[config.mk]
export PLATFORM = sky130hd
export DESIGN_NAME = alu_op_sequencer
export DESIGN_NICKNAME = d
export VERILOG_FILES = /design/src/rtl/riscie_ctrl_pkg.sv /design/src/rtl/reg_select_decoder.sv /design/src/rtl/alu_op_sequencer.sv
export SDC_FILE = /design/constraint.sdc
export NUM_CORES = 1
export LEC_CHECK = 0
export CAP_MARGIN = 10
export CELL_PAD_IN_SITES_DETAIL_PLACEMENT = 2
export CELL_PAD_IN_SITES_GLOBAL_PLACEMENT = 2
export CORE_MARGIN = 3
export CORE_UTILIZATION = 13
export CTS_CLUSTER_SIZE = 10
export DETAILED_ROUTE_END_ITERATION = 12
export GPL_ROUTABILITY_DRIVEN = 0
export GPL_TIMING_DRIVEN = 0
export PLACE_DENSITY_LB_ADDON = 0.08
export SETUP_SLACK_MARGIN = 0.3
export SLEW_MARGIN = 30
export SYNTH_ARGS = -nofsm -noshare
export SYNTH_HDL_FRONTEND = slang
export SYNTH_HIERARCHICAL = 1
export SYNTH_SLANG_ARGS = --single-unit
[constraint.sdc]
create_clock -name Clock -period 3.67 [get_ports Clock]
set_input_delay 0.9175 -clock Clock [delete_from_list [all_inputs] [get_ports Clock]]
set_output_delay 0.9175 -clock Clock [all_outputs]
set_load 0.05 [all_outputs]
[src/rtl/riscie_ctrl_pkg.sv]
// -----------------------------------------------------------------------------
// riscie_ctrl_pkg
//
// Shared definitions for the register-to-register ALU instruction sequencer:
//   - state_t      : sequencer step encoding (IDLE, T0..T6, FAULT)
//   - OP_*         : opcode constants for the ALU instruction class
//   - *_MSB/*_LSB  : IR field bit positions (opcode, Ra, Rb, Rc)
//   - op_to_ctrl   : opcode -> ALU CONTROL select (opcode - 1, 5-bit wrap)
//   - op_is_legal  : legality check, with MUL/DIV gated by a build flag
//   - op_is_muldiv : true for the two-result opcodes (MUL, DIV)
// -----------------------------------------------------------------------------
package riscie_ctrl_pkg;

  typedef enum logic [3:0] {
    S_IDLE  = 4'd0,
    S_T0    = 4'd1,
    S_T1    = 4'd2,
    S_T2    = 4'd3,
    S_T3    = 4'd4,
    S_T4    = 4'd5,
    S_T5    = 4'd6,
    S_T6    = 4'd7,
    S_FAULT = 4'd8
  } state_t;

  localparam logic [4:0] OP_ADD  = 5'b00011;
  localparam logic [4:0] OP_SUB  = 5'b00100;
  localparam logic [4:0] OP_AND  = 5'b00101;
  localparam logic [4:0] OP_OR   = 5'b00110;
  localparam logic [4:0] OP_ROR  = 5'b00111;
  localparam logic [4:0] OP_ROL  = 5'b01000;
  localparam logic [4:0] OP_SHR  = 5'b01001;
  localparam logic [4:0] OP_SHRA = 5'b01010;
  localparam logic [4:0] OP_SHL  = 5'b01011;
  localparam logic [4:0] OP_MUL  = 5'b01111;
  localparam logic [4:0] OP_DIV  = 5'b10000;

  localparam int OPC_MSB = 31;
  localparam int OPC_LSB = 27;
  localparam int RA_MSB  = 26;
  localparam int RA_LSB  = 23;
  localparam int RB_MSB  = 22;
  localparam int RB_LSB  = 19;
  localparam int RC_MSB  = 18;
  localparam int RC_LSB  = 15;

  // ALU select is the opcode shifted down by one; ADD (3) maps to 2, etc.
  function automatic logic [4:0] op_to_ctrl(input logic [4:0] op);
    return op - 5'd1;
  endfunction

  function automatic logic op_is_muldiv(input logic [4:0] op);
    return (op == OP_MUL) || (op == OP_DIV);
  endfunction

  function automatic logic op_is_legal(input logic [4:0] op, input logic muldiv_en);
    logic legal;
    case (op)
      OP_ADD, OP_SUB, OP_AND, OP_OR, OP_ROR,
      OP_ROL, OP_SHR, OP_SHRA, OP_SHL: legal = 1'b1;
      OP_MUL, OP_DIV:                  legal = muldiv_en;
      default:                         legal = 1'b0;
    endcase
    return legal;
  endfunction

endpackage

[src/rtl/reg_select_decoder.sv]
// -----------------------------------------------------------------------------
// reg_select_decoder
//
// 4-to-16 one-hot decoder with enable, used to drive the GPR bus-drive and
// load-enable vectors from an IR register field.
//
// Ports:
//   en      in  1   decoder enable; all outputs 0 when low
//   sel     in  4   register index
//   onehot  out 16  one-hot select (bit sel set when en=1)
// -----------------------------------------------------------------------------
module reg_select_decoder (
  input  logic        en,
  input  logic [3:0]  sel,
  output logic [15:0] onehot
);

  always_comb begin
    onehot = '0;
    if (en) begin
      onehot[sel] = 1'b1;
    end
  end

endmodule

[src/rtl/alu_op_sequencer.sv]
// -----------------------------------------------------------------------------
// alu_op_sequencer
//
// Control unit for the register-to-register ALU instruction class. Fetches
// PC -> MAR, waits for memory into MDR, loads IR, then steps the datapath
// through the operand reads, ALU operation and write-back.
//
// Build option: define ALU_SEQ_MULDIV_EN to make MUL/DIV legal. Those ops
// load ZHI in T4, write LO instead of a GPR in T5 and add a T6 step that
// moves ZHI into HI. Without it, T6 is never entered, the HI/LO/ZHI enables
// stay 0 and MUL/DIV opcodes fault.
//
// Ports:
//   Clock      in  1   rising-edge clock
//   Clear      in  1   asynchronous active-high reset (to IDLE, outputs 0)
//   Run        in  1   execute request; sampled in IDLE and the final step
//   Mem_Ready  in  1   memory data valid; sampled only in T1
//   IR_Q       in  32  current IR contents (opcode, Ra, Rb, Rc fields)
//   PC_Out, MDR_Out, ZLO_Out, ZHI_Out          out  bus drive enables
//   PC_In, MDR_In, MAR_In, IR_In, Y_In,
//   ZLO_In, ZHI_In, LO_In, HI_In               out  register load enables
//   IncPC, Read                                out  PC increment, mem read
//   CONTROL    out 5   ALU operation select
//   R_Out      out 16  one-hot GPR bus drive
//   R_In       out 16  one-hot GPR load
//   Done       out 1   final step of an instruction
//   Fault      out 1   illegal opcode seen; held until Clear
// -----------------------------------------------------------------------------
module alu_op_sequencer
  import riscie_ctrl_pkg::*;
(
  input  logic        Clock,
  input  logic        Clear,
  input  logic        Run,
  input  logic        Mem_Ready,
  input  logic [31:0] IR_Q,
  output logic        PC_Out,
  output logic        MDR_Out,
  output logic        ZLO_Out,
  output logic        ZHI_Out,
  output logic        PC_In,
  output logic        MDR_In,
  output logic        MAR_In,
  output logic        IR_In,
  output logic        Y_In,
  output logic        ZLO_In,
  output logic        ZHI_In,
  output logic        LO_In,
  output logic        HI_In,
  output logic        IncPC,
  output logic        Read,
  output logic [4:0]  CONTROL,
  output logic [15:0] R_Out,
  output logic [15:0] R_In,
  output logic        Done,
  output logic        Fault
);

`ifdef ALU_SEQ_MULDIV_EN
  localparam logic MULDIV_EN = 1'b1;
`else
  localparam logic MULDIV_EN = 1'b0;
`endif

  state_t state, state_nxt;

  logic [4:0] opc;
  logic [3:0] ra, rb, rc;
  logic       legal;
  logic       is_md;

  logic       rout_en, rin_en;
  logic [3:0] rout_sel;

  // Low IR bits carry no meaning for this instruction class.
  logic       unused_ir_low;
  assign unused_ir_low = ^IR_Q[RC_LSB-1:0];

  assign opc   = IR_Q[OPC_MSB:OPC_LSB];
  assign ra    = IR_Q[RA_MSB:RA_LSB];
  assign rb    = IR_Q[RB_MSB:RB_LSB];
  assign rc    = IR_Q[RC_MSB:RC_LSB];
  assign legal = op_is_legal(opc, MULDIV_EN);
  assign is_md = MULDIV_EN && op_is_muldiv(opc);

  // State register
  always_ff @(posedge Clock or posedge Clear) begin
    if (Clear) begin
      state <= S_IDLE;
    end else begin
      state <= state_nxt;
    end
  end

  // Next-state
  always_comb begin
    state_nxt = state;
    case (state)
      S_IDLE:  state_nxt = Run ? S_T0 : S_IDLE;
      S_T0:    state_nxt = S_T1;
      S_T1:    state_nxt = Mem_Ready ? S_T2 : S_T1;
      S_T2:    state_nxt = S_T3;
      S_T3:    state_nxt = legal ? S_T4 : S_FAULT;
      S_T4:    state_nxt = S_T5;
`ifdef ALU_SEQ_MULDIV_EN
      S_T5:    state_nxt = is_md ? S_T6 : (Run ? S_T0 : S_IDLE);
      S_T6:    state_nxt = Run ? S_T0 : S_IDLE;
`else
      S_T5:    state_nxt = Run ? S_T0 : S_IDLE;
`endif
      S_FAULT: state_nxt = S_FAULT;
      default: state_nxt = S_IDLE;
    endcase
  end

  // Moore output decode from state and the latched IR fields
  always_comb begin
    PC_Out   = 1'b0;
    MDR_Out  = 1'b0;
    ZLO_Out  = 1'b0;
    ZHI_Out  = 1'b0;
    PC_In    = 1'b0;
    MDR_In   = 1'b0;
    MAR_In   = 1'b0;
    IR_In    = 1'b0;
    Y_In     = 1'b0;
    ZLO_In   = 1'b0;
    ZHI_In   = 1'b0;
    LO_In    = 1'b0;
    HI_In    = 1'b0;
    IncPC    = 1'b0;
    Read     = 1'b0;
    CONTROL  = 5'd0;
    Done     = 1'b0;
    Fault    = 1'b0;
    rout_en  = 1'b0;
    rout_sel = rb;
    rin_en   = 1'b0;
    case (state)
      S_T0: begin
        PC_Out = 1'b1;
        MAR_In = 1'b1;
        IncPC  = 1'b1;
        ZLO_In = 1'b1;
      end
      S_T1: begin
        // PC reload from ZLO repeats while waiting; the value is stable.
        ZLO_Out = 1'b1;
        PC_In   = 1'b1;
        Read    = 1'b1;
        MDR_In  = 1'b1;
      end
      S_T2: begin
        MDR_Out = 1'b1;
        IR_In   = 1'b1;
      end
      S_T3: begin
        if (legal) begin
          rout_en  = 1'b1;
          rout_sel = rb;
          Y_In     = 1'b1;
        end
      end
      S_T4: begin
        rout_en  = 1'b1;
        rout_sel = rc;
        ZLO_In   = 1'b1;
        CONTROL  = op_to_ctrl(opc);
`ifdef ALU_SEQ_MULDIV_EN
        ZHI_In   = is_md;
`endif
      end
      S_T5: begin
        ZLO_Out = 1'b1;
`ifdef ALU_SEQ_MULDIV_EN
        LO_In   = is_md;
        rin_en  = !is_md;
        Done    = !is_md;
`else
        rin_en  = 1'b1;
        Done    = 1'b1;
`endif
      end
`ifdef ALU_SEQ_MULDIV_EN
      S_T6: begin
        ZHI_Out = 1'b1;
        HI_In   = 1'b1;
        Done    = 1'b1;
      end
`endif
      S_FAULT: begin
        Fault = 1'b1;
      end
      default: ;
    endcase
  end

  reg_select_decoder u_rout_dec (
    .en     (rout_en),
    .sel    (rout_sel),
    .onehot (R_Out)
  );

  reg_select_decoder u_rin_dec (
    .en     (rin_en),
    .sel    (ra),
    .onehot (R_In)
  );

endmodule

; ---- Yosys cells after proc, flatten, opt, wreduce, memory -nomap -nowiden
; Memories as Yosys holds them, arrays and structs flattened.
; Cells that the tools add are included.
[classes]
addsub = 1
n_lt_le_gt_ge = 4
n_eq_ne = 7
mux = 22
reduce_logical = 6
[ops]
columns = cell, count
row1 = 2-to-1 mux 16 bit, 2
row2 = one-hot mux 4 bit (7 select lines), 1
row3 = 2-to-1 mux 1 bit, 13
row4 = "== test 4 x 3 -> 1 bit, second input constant", 3
row5 = "< comparator 4 x 5 -> 1 bit, second input constant", 2
row6 = demux 1 bit (select 4 bit), 2
row7 = "== test 4 x 2 -> 1 bit, second input constant", 2
row8 = ">= comparator 4 x 1 -> 1 bit, second input constant", 2
row9 = 2-to-1 mux 4 bit, 2
row10 = OR reduction 2 bit, 3
row11 = 2-to-1 mux 5 bit, 1
row12 = "subtractor 5 x 1 -> 5 bit, second input constant", 1
row13 = "== test 4 x 1 -> 1 bit, second input constant", 1
row14 = "== test 4 bit, second input constant", 1
row15 = logical NOT 4 bit, 1
row16 = logical AND 1 bit, 2
row17 = one-hot mux 1 bit (2 select lines), 1
[word_totals]
register_bits = 4
mem_bits_ro = 32
output_inout_bits = 54
word_cells = 42
mem_count = 1
[mem_list]
columns = name, words, word_bits, read_ports, rd_ports_with_merged_regs, write_ports, line
row1 = (no name shown), 32, 1, 1, 0, 0, riscie_ctrl_pkg.sv:58  ; case (op)

; ---- Logic depth before layout (Yosys ltp)
; Gate-level depths: netlist of the first run.
[logic_depth]
word_depth = 7
depth_mapped = 6
mapped_depth_nobuf = 6

; ---- Modules after synthesis
; Netlist of the first run, hierarchy kept.
[modules_own_cells]
columns = module, n_inst, cells_per_inst, area_each_um2, seq_area_each_um2
row1 = alu_op_sequencer, 1, 68, 554.3, 100.1
row2 = reg_select_decoder at u_rin_dec, 1, 23, 120.1, 0.0
row3 = reg_select_decoder at u_rout_dec, 1, 23, 117.6, 0.0

; ---- Least setup slack after synthesis of the first run
; Ideal clock, no wire load.
[synth_timing]
path_kind = input port to output port
from = in IR_Q[30]
to = out R_Out[12]
t_arrival_ns = 2.784
slack_ns = -0.032
path_stages = 5
path_buffers = 0
cell_sequence = a21oi_1 a21oi_1 nor3_1 nand3_1 nor3_1
[synth_via]
elab_chain_cells = 4
[synth_rtl]
columns = item, line
row1 = from (decl), alu_op_sequencer.sv:36  ; input logic [31:0] IR_Q,
row2 = memory (32 x 1 bit), n/a
row3 = 2-to-1 mux 1 bit, alu_op_sequencer.sv:158  ; if (legal) begin
row4 = one-hot mux 1 bit (2 select lines), alu_op_sequencer.sv:139  ; case (state)
row5 = via rout_en, alu_op_sequencer.sv:72  ; logic rout_en, rin_en;
row6 = 2-to-1 mux 16 bit, reg_select_decoder.sv:20  ; if (en) begin
row7 = to (decl), alu_op_sequencer.sv:53  ; output logic [15:0] R_Out,
; The timed path passes the listed nets, and every way through them passes these cells.

; ---- Worst setup path after layout of the first run
[layout_timing]
from = in IR_Q[18]
to = out R_Out[0]
[layout_via]
elab_chain_cells = 6
[layout_rtl]
columns = item, line
row1 = 2-to-1 mux 4 bit *, n/a
row2 = via rout_sel[3], alu_op_sequencer.sv:73  ; logic [3:0] rout_sel;
row3 = < comparator 4 x 5 -> 1 bit (implied by the code) / >= comparator 4 x 1 -> 1 bit (equally long branches), reg_select_decoder.sv:21  ; onehot[sel] = 1'b1;
row4 = logical AND 1 bit (implied by the code), reg_select_decoder.sv:21
row5 = 2-to-1 mux 1 bit (implied by the code), reg_select_decoder.sv:21
row6 = demux 1 bit (select 4 bit) *, n/a
row7 = 2-to-1 mux 16 bit *, reg_select_decoder.sv:20
; The timed path passes the listed nets; every way through them passes the cells marked *.

==> implementation parameters, run 1 <==
Parameter                              Value

Power
  Sequential cell fraction of total power ... 0.084
  Switching Share ... 0.547
  Power Total ... 0.000845 W
  Combinational Power Share ... 0.808
  Cell leakage power ... 0.710 nW
  Cell-internal power ... 0.000383 W
  Share of total power in the clock network ... 0.108
  Switching power summed over all nets ... 0.000462 W
  Pwr Density ... 490 mW/mm²
  Worst VDD drop ... 354 µV

Clock network
  Inserted Clock Buffers ... 3
  H-tree depth reported by CTS ... 1
  Root buffer cell ... sky130_fd_sc_hd__clkbuf_8
  Clock latency at the later pin of the worst-skew pair ... 0.22 ns
  CTS Hold Buffers Added ... 0
  Clk sinks ... 4
  Clock tree from TritonCTS ... yes
  Buffer depth of the longest clock path ... 2
  Clock edge transition at the registers on the reported setup and hold paths ... 0.03 ns

STA
  Final clock skew ... roughly 0.0022 ns
  Slew of the pin with the lowest slew margin ... 0.518 ns
  Final critical-path setup slack ... 0.340 ns
  Unrepaired setup endpoints after global routing ... yes
  Fmax ... 300 MHz
  Portion of the clock cycle consumed by the worst path in the final layout ... 0.907
  Final setup vio count ... 0
  Number of hold-slack violations in the final timing report ... 0
  Max_slew headroom ... 0.654
  Minimum clock period after layout ... 3.33 ns
  Total count of max-transition violations in the final report ... 0
  Setup total negative slack ... 0 ns

Synthesis
  Count of yosys warnings during synthesis ... 6
  EDFF count, synth ... 0
  Most used flip-flop cell after synthesis ... sky130_fd_sc_hd__dfrtp_1
  Ys async rst share ... 1.00
  Register area share after synthesis ... 0.126
  Distinct cells, synth ... 35
  Mapped cell area ... 792 µm²
  Syn Inst Count ... approximately 110
  Syn Area/Cell ... 6.95 µm²
  Flops & latches, synth ... 4

Layout
  Final #Nets ... ~230
  Antenna cells ... 0
  Area added between synthesis and finish ... 118%
  Cell area after layout ... 0.00173 mm²
  Flip-flop count of the largest register, all copies and words added ... 4
  FF+latch area ... 100 µm²
  Multi-input gate area in the final layout ... 694 µm²
  Largest registers ranked by flip-flop count ... state x4
  Register bank with the most flops ... state
  Number of fill cells ... 656
  Share of layout cells above drive strength 1 ... 0.402

Route
  Routed WL ... between 3000 and 4000 µm
  Average via count per standard cell ... 4.02
  Starting DRT DRC Count ... 16
  DR pass1 iterations ... 4
  Total via count after detailed routing ... roughly 1,100
  DRT met1 WL ... between 1500 and 2000 µm
  Drc violations ... 0
  Wire length on met2 ... between 1500 and 2000 µm
  ANT nets after route ... 0
  Mean routed wirelength per cell ... 13.6 µm
  Wire length on met3 ... 227 µm
  Uppermost signal routing layer after detailed routing ... met4

Worst setup path
  Launching element type of the critical path ... input port
  Critical R2R Capture ... state[3]
  Worst-path fanout max ... 4
  Arrival @ worst endpoint ... 2.41 ns
  Beginning of the worst register-to-register path ... state[1]
  Data required, critical path ... 2.75 ns
  Number of cells on the worst reg-to-reg path ... 3
  Critical setup path kind ... in -> out
  Minimum setup slack among reg-to-reg paths ... 2.43 ns
  Category of the worst setup path capture point ... primary output

Global routing
  Global-route usage over all layers ... 0.104
  Wire length of the first global-routing pass ... roughly 6100 µm
  Number of antenna violations at the first check in global routing ... 0
  Grt total ovfl ... 0
  Pin count of the biggest net entering global routing ... 11
  Via count of the first global-routing pass ... between 1,000 and 1,500

Floorplan
  Standard cell core area ... roughly 0.0057 mm²
  Number of core rows ... 27
  Width of the chip ... 84.1 µm
  Floorplan die height ... 84.1 µm
  Area of the die ... 0.00707 mm²
  Number of top-level pins ... 90
  Initial Utilization ... 0.139

Flow run
  Maximum capacitance violations ... 0

Worst hold path
  Min-delay worst type ... reg -> reg
  Cells on Worst Hold Path ... 2
  Hold path endpoint ... state[2]
  Hold Path Origin ... state[3]

Outcome
  Run status ... complete, no violations

Placement
  Standard cell area after detailed placement ... about 0.0016 mm²
  Worst setup slack before clock tree synthesis ... -0.941 ns
  DP HPWL ... 3010 µm
  Buffers added on ports ... 70
==> per-layer routing <==
metal / track usage / vias to the layer above
li1: - / 532
met1: 0.129 / 484
met2: 0.189 / 50
met3: 0.0217 / 2
met4: 0.0132 / 0
met5: 0 / -
==> cell usage in the layout, fill, tap and decap left out, drive strengths merged, types with 2 or more instances in the layout <==
cell and count:
nand2b 6, dfrtp 4, nor2b 2, xnor2 3, a21oi 4, nand3 2
inv 3, mux2 4, buf 36, nand2 5, nor2 32, clkbuf 10
ha 2, clkdlybuf4s15 9, conb 4, or3b 3, nand3b 4, nor3 13
dlygate4sd2 4, clkdlybuf4s50 31
==> timing repair <==
action / in CTS / in global routing
setup buffers: 4 / 0
pin swaps: 5 / 7
endpoints found under the hold margin: 0 / 0
resized for setup: 148 / 46
endpoints found under the setup margin: 37 / 27
==> cell type report <==
| cell class | instances | area share |
|---|---|---|
| multi-input cells | 97 | 0.402 |
| repair buffers | 74 | 0.402 |
| flip-flops and latches | 4 | 0.0580 |
| plain buffers | 13 | 0.0544 |
| well taps | 72 | 0.0522 |
| clock buffers | 3 | 0.0239 |
| inverters | 3 | 0.00653 |
==> synth_stat cells (2+ instances only) <==
| cell | n | area, µm² |
|---|---|---|
| sky130_fd_sc_hd__inv_1 | 3 | 11.3 |
| sky130_fd_sc_hd__nor3_2 | 2 | 20.0 |
| sky130_fd_sc_hd__ha_1 | 2 | 25.0 |
| sky130_fd_sc_hd__nand2_1 | 5 | 18.8 |
| sky130_fd_sc_hd__nor2b_1 | 2 | 12.5 |
| sky130_fd_sc_hd__buf_4 | 9 | 67.6 |
| sky130_fd_sc_hd__dfrtp_1 | 4 | 100 |
| sky130_fd_sc_hd__nand2b_1 | 5 | 31.3 |
| sky130_fd_sc_hd__mux2_2 | 4 | 45.0 |
| sky130_fd_sc_hd__or3b_4 | 2 | 22.5 |
| sky130_fd_sc_hd__nand3_1 | 2 | 10.0 |
| sky130_fd_sc_hd__a21oi_1 | 4 | 20.0 |
| sky130_fd_sc_hd__nor2_2 | 2 | 12.5 |
| sky130_fd_sc_hd__nor3_1 | 11 | 55.1 |
| sky130_fd_sc_hd__nand3b_1 | 4 | 30.0 |
| sky130_fd_sc_hd__xnor2_1 | 3 | 26.3 |
| sky130_fd_sc_hd__buf_2 | 3 | 15.0 |
| sky130_fd_sc_hd__nor2_1 | 30 | 113 |
==> power by group through the flow <==
stage	Sequential (W)	Clock (W)	Combinational [W]
6_report	0.0000707	0.0000915	0.000683
5_1_grt	0.0000732	0.0000975	0.000728
4_1_cts	0.0000711	0.0000953	0.000675
3_5_place_dp	0.0000715	0	0.000661
3_3_place_gp	0.0000705	0	0.000653
2_1_floorplan	0.0000693	0	0.000467
==> per-stage QoR <==
step	instances	hold WS, ns	util
final	266	0.620	0.302
after global routing	266	0.650	0.302
after CTS	266	0.623	0.293
after detailed placement	259	0.619	0.282
after global placement	259	0.610	0.282
after floorplan	117	0.551	-
==> worst max-delay path, cell delays in order <==
cell and delay [ns]:
sky130_fd_sc_hd__clkdlybuf4s50_1 0.39, sky130_fd_sc_hd__mux2_2 0.30, sky130_fd_sc_hd__or3b_4 0.47, sky130_fd_sc_hd__nor3_2 0.15
sky130_fd_sc_hd__buf_6 0.18
==> worst max path at each step <==
stage	start	endpoint	slack, ns	cells past startpoint
2_1_floorplan	IR_Q[30]	R_Out[1]	0.11	5
3_3_place_gp	IR_Q[30]	R_Out[0]	-0.89	7
3_5_place_dp	IR_Q[29]	R_Out[3]	-0.94	7
4_1_cts	IR_Q[31]	R_Out[0]	0.30	7
5_1_grt	IR_Q[31]	R_Out[8]	0.26	8
6_report	IR_Q[18]	R_Out[0]	0.34	5
==> cells by family after synthesis <==
| kind of cell | after synthesis | share of synthesized area |
|---|---|---|
| fa+ha+maj | 2 | 0.0316 |
| buf+inv | 16 | 0.133 |
| compound gates | 7 | 0.0727 |
| flops | 4 | 0.126 |
| mux | 5 | 0.0695 |
| other cells | 1 | 0.00473 |
| simple gates | 75 | 0.518 |
| xor+xnor | 4 | 0.0442 |
Power figures use the tool's default switching activity.
==> run 2: changes to the inputs <==
- CAP_MARGIN: 10 -> 20
==> results of run 2 <==
Final layout, timing and power as in run 1 (identical DEF).
==> RTL edit, RTL diff (config.mk and constraints of run 2) <==
Add a define of `ALU_SEQ_MULDIV_EN`.
--- a/src/rtl/alu_op_sequencer.sv
+++ b/src/rtl/alu_op_sequencer.sv
@@ -27,4 +27,6 @@
 //   Fault      out 1   illegal opcode seen; held until Clear
 // -----------------------------------------------------------------------------
+`define ALU_SEQ_MULDIV_EN
+
 module alu_op_sequencer
   import riscie_ctrl_pkg::*;
Function: changed (a bounded check fails within 10 cycles, from zero or initial values).
==> RTL edit against run 2 <==
Sequential cell count unchanged. Worst setup slack got worse by 0.21 ns. Synthesized area up 2.2%. Power about the same. Wire length is 17% higher. Critical path depth increased by 3. Sequential power rose by 16%. Cell area is 19% higher.
==> RTL edit: results (changes against run 2) <==
- Initial drt markers: 15 (was 16)
- Setup Skew: 0.000880 ns (was 0.00225 ns)
- Endpoint of the worst register-to-register path: state[2] (was state[3])
- Peak supply drop: 0.000259 V (was 0.000354 V)
- Vias in the first global route: 1,368 (was 1,211)
- Run status: complete, no violations (unchanged)
- Met1 layer usage reported by global route: 13.7% (was 12.9%)
- Post-detailed-placement half-perimeter wirelength: 3440 um (was 3010 um)
- Worst reg2reg startpoint: state[3] (was state[1])
- Sequential element share of the synthesized area: 12.4% (was 12.6%)
- Number of input and output port buffers inserted: 74 (was 70)
- Worst hold endpoint: state[1] (was state[2])
- Number of cells on the worst reg-to-reg path: 4 (was 3)
- Leakage power summed over all cells: 0.867 nW (was 0.710 nW)
- Number of standard cells in the layout, taps in and fillers out: 284 (was 266)
- Count of placed standard cells including taps: 269 (was 259)
- Pin slew with the least headroom to its limit: 0.506 ns (was 0.518 ns)
- Unique cell type count in the Yosys netlist: 35 (unchanged)
- Wire length after detailed routing: 4250 um (was 3620 um)
- Met3 track demand over resource: 4.08% (was 2.17%)
- Overall via count from detail_route: 1,211 (was 1,068)
- Largest cells by area after synthesis: sky130_fd_sc_hd__nor2_1 17%, sky130_fd_sc_hd__dfrtp_1 12%, sky130_fd_sc_hd__buf_4 6.5%, sky130_fd_sc_hd__mux2_4 5.6%, sky130_fd_sc_hd__nor3_1 4.9% (was sky130_fd_sc_hd__nor2_1 14%, sky130_fd_sc_hd__dfrtp_1 13%, sky130_fd_sc_hd__buf_4 8.5%, sky130_fd_sc_hd__nor3_1 7.0%, sky130_fd_sc_hd__mux2_2 5.7%)
- Share of layout cells above drive strength 1: 52.2% (was 40.2%)
- First-pass detailed-route iteration total: 2 (was 4)
- Layout Nets: 250 (was 234)
- Commonest cells in the synthesized netlist: 36 x sky130_fd_sc_hd__nor2_1, 8 x sky130_fd_sc_hd__inv_1, 8 x sky130_fd_sc_hd__nor3_1 (was 30 x sky130_fd_sc_hd__nor2_1, 11 x sky130_fd_sc_hd__nor3_1, 9 x sky130_fd_sc_hd__buf_4)
- Cell depth of the worst min-delay path: 2 (unchanged)
- Global-route met2 utilization: 21.8% (was 18.9%)
- Register-to-register setup slack: 2.16 ns (was 2.43 ns)
- All-Layer GR Usage: 11.9% (was 10.4%)
- Pre-CTS setup slack: -1.19 ns (was -0.941 ns)
- First-pass GRT wire length: 7160 um (was 6130 um)
- Avg Cell Area, Syn: 6.75 um2 (was 6.95 um2)
==> RTL edit: final cells by class <==
cell class | count | area, um2
Tap cell | 75 | 93.8
Inverter | 8 | 30.0
Buffer | 9 | 68.8
Sequential cell | 4 | 101
Fill cell | 686 | 3940
Timing Repair Buffer | 86 | 856
Clock buffer | 3 | 41.3
Multi-Input combinational cell | 99 | 858
==> RTL edit: critical path: stages <==
cell and delay (ns):
sky130_fd_sc_hd__buf_8 0.10, sky130_fd_sc_hd__ha_4 0.15, sky130_fd_sc_hd__and4b_1 0.20, sky130_fd_sc_hd__a31oi_4 0.18, sky130_fd_sc_hd__nor3b_4 0.26, sky130_fd_sc_hd__or3b_4 0.49, sky130_fd_sc_hd__nor3_4 0.14, sky130_fd_sc_hd__buf_6 0.18
==> RTL edit: metrics by stage <==
stage | total power, mW | utilization, % | hold WS [ns] | instance area [um2]
final | 0.846 | 34.2 | 0.709 | 2050
after global routing | 0.907 | 34.2 | 0.739 | 2050
after CTS | 0.838 | 31.1 | 0.728 | 1860
after detailed placement | 0.731 | 29.7 | 0.718 | 1780
after global placement | 0.722 | 29.7 | 0.712 | 1780
after floorplan | 0.526 | - | 0.611 | 947
==> RTL edit: metal layers <==
layer / vias to the layer above / part of all wire, %
met1: 581 / 40
met5: - / 0
met4: 0 / 0.59
li1: 580 / -
met3: 5 / 8.4
met2: 45 / 51
==> RTL edit: kinds of logic after synthesis <==
family                   count (synthesis)  synth area share, %
buffers and inverters                   17                 12.2
multiplexers                             5                 8.19
AND/OR/NAND/NOR                         78                 50.8
adder cells (fa/ha/maj)                  3                 4.64
flip-flops                               4                 12.4
AO/OA/AOI/OAI                           10                 8.50
XOR/XNOR                                 3                 3.25
==> RTL edit: worst max path at each step <==
stage | start | cells past startpoint | slack (ns) | end
after floorplan | IR_Q[27] | 7 | 0.11 | R_Out[1]
after global placement | IR_Q[27] | 8 | -1.11 | R_In[0]
after detailed placement | IR_Q[27] | 8 | -1.19 | R_In[0]
after CTS | IR_Q[27] | 8 | 0.04 | R_In[0]
after global routing | IR_Q[27] | 8 | 0.04 | R_In[0]
final | IR_Q[27] | 8 | 0.13 | R_In[0]
==> RTL edit: timing repair <==
item                                    in CTS  in global routing
resized for setup                          240                 51
buffers inserted                             7                  5
gates cloned                                 0                  0
pin swaps                                    9                 10
endpoints found under the setup margin      40                 34
==> RTL edit: power by group <==
part	total, mW	internal (mW)	switching, mW
Clock	0.0905	0.0697	0.0207
Combinational	0.673	0.250	0.424
Sequential	0.0817	0.0621	0.0195
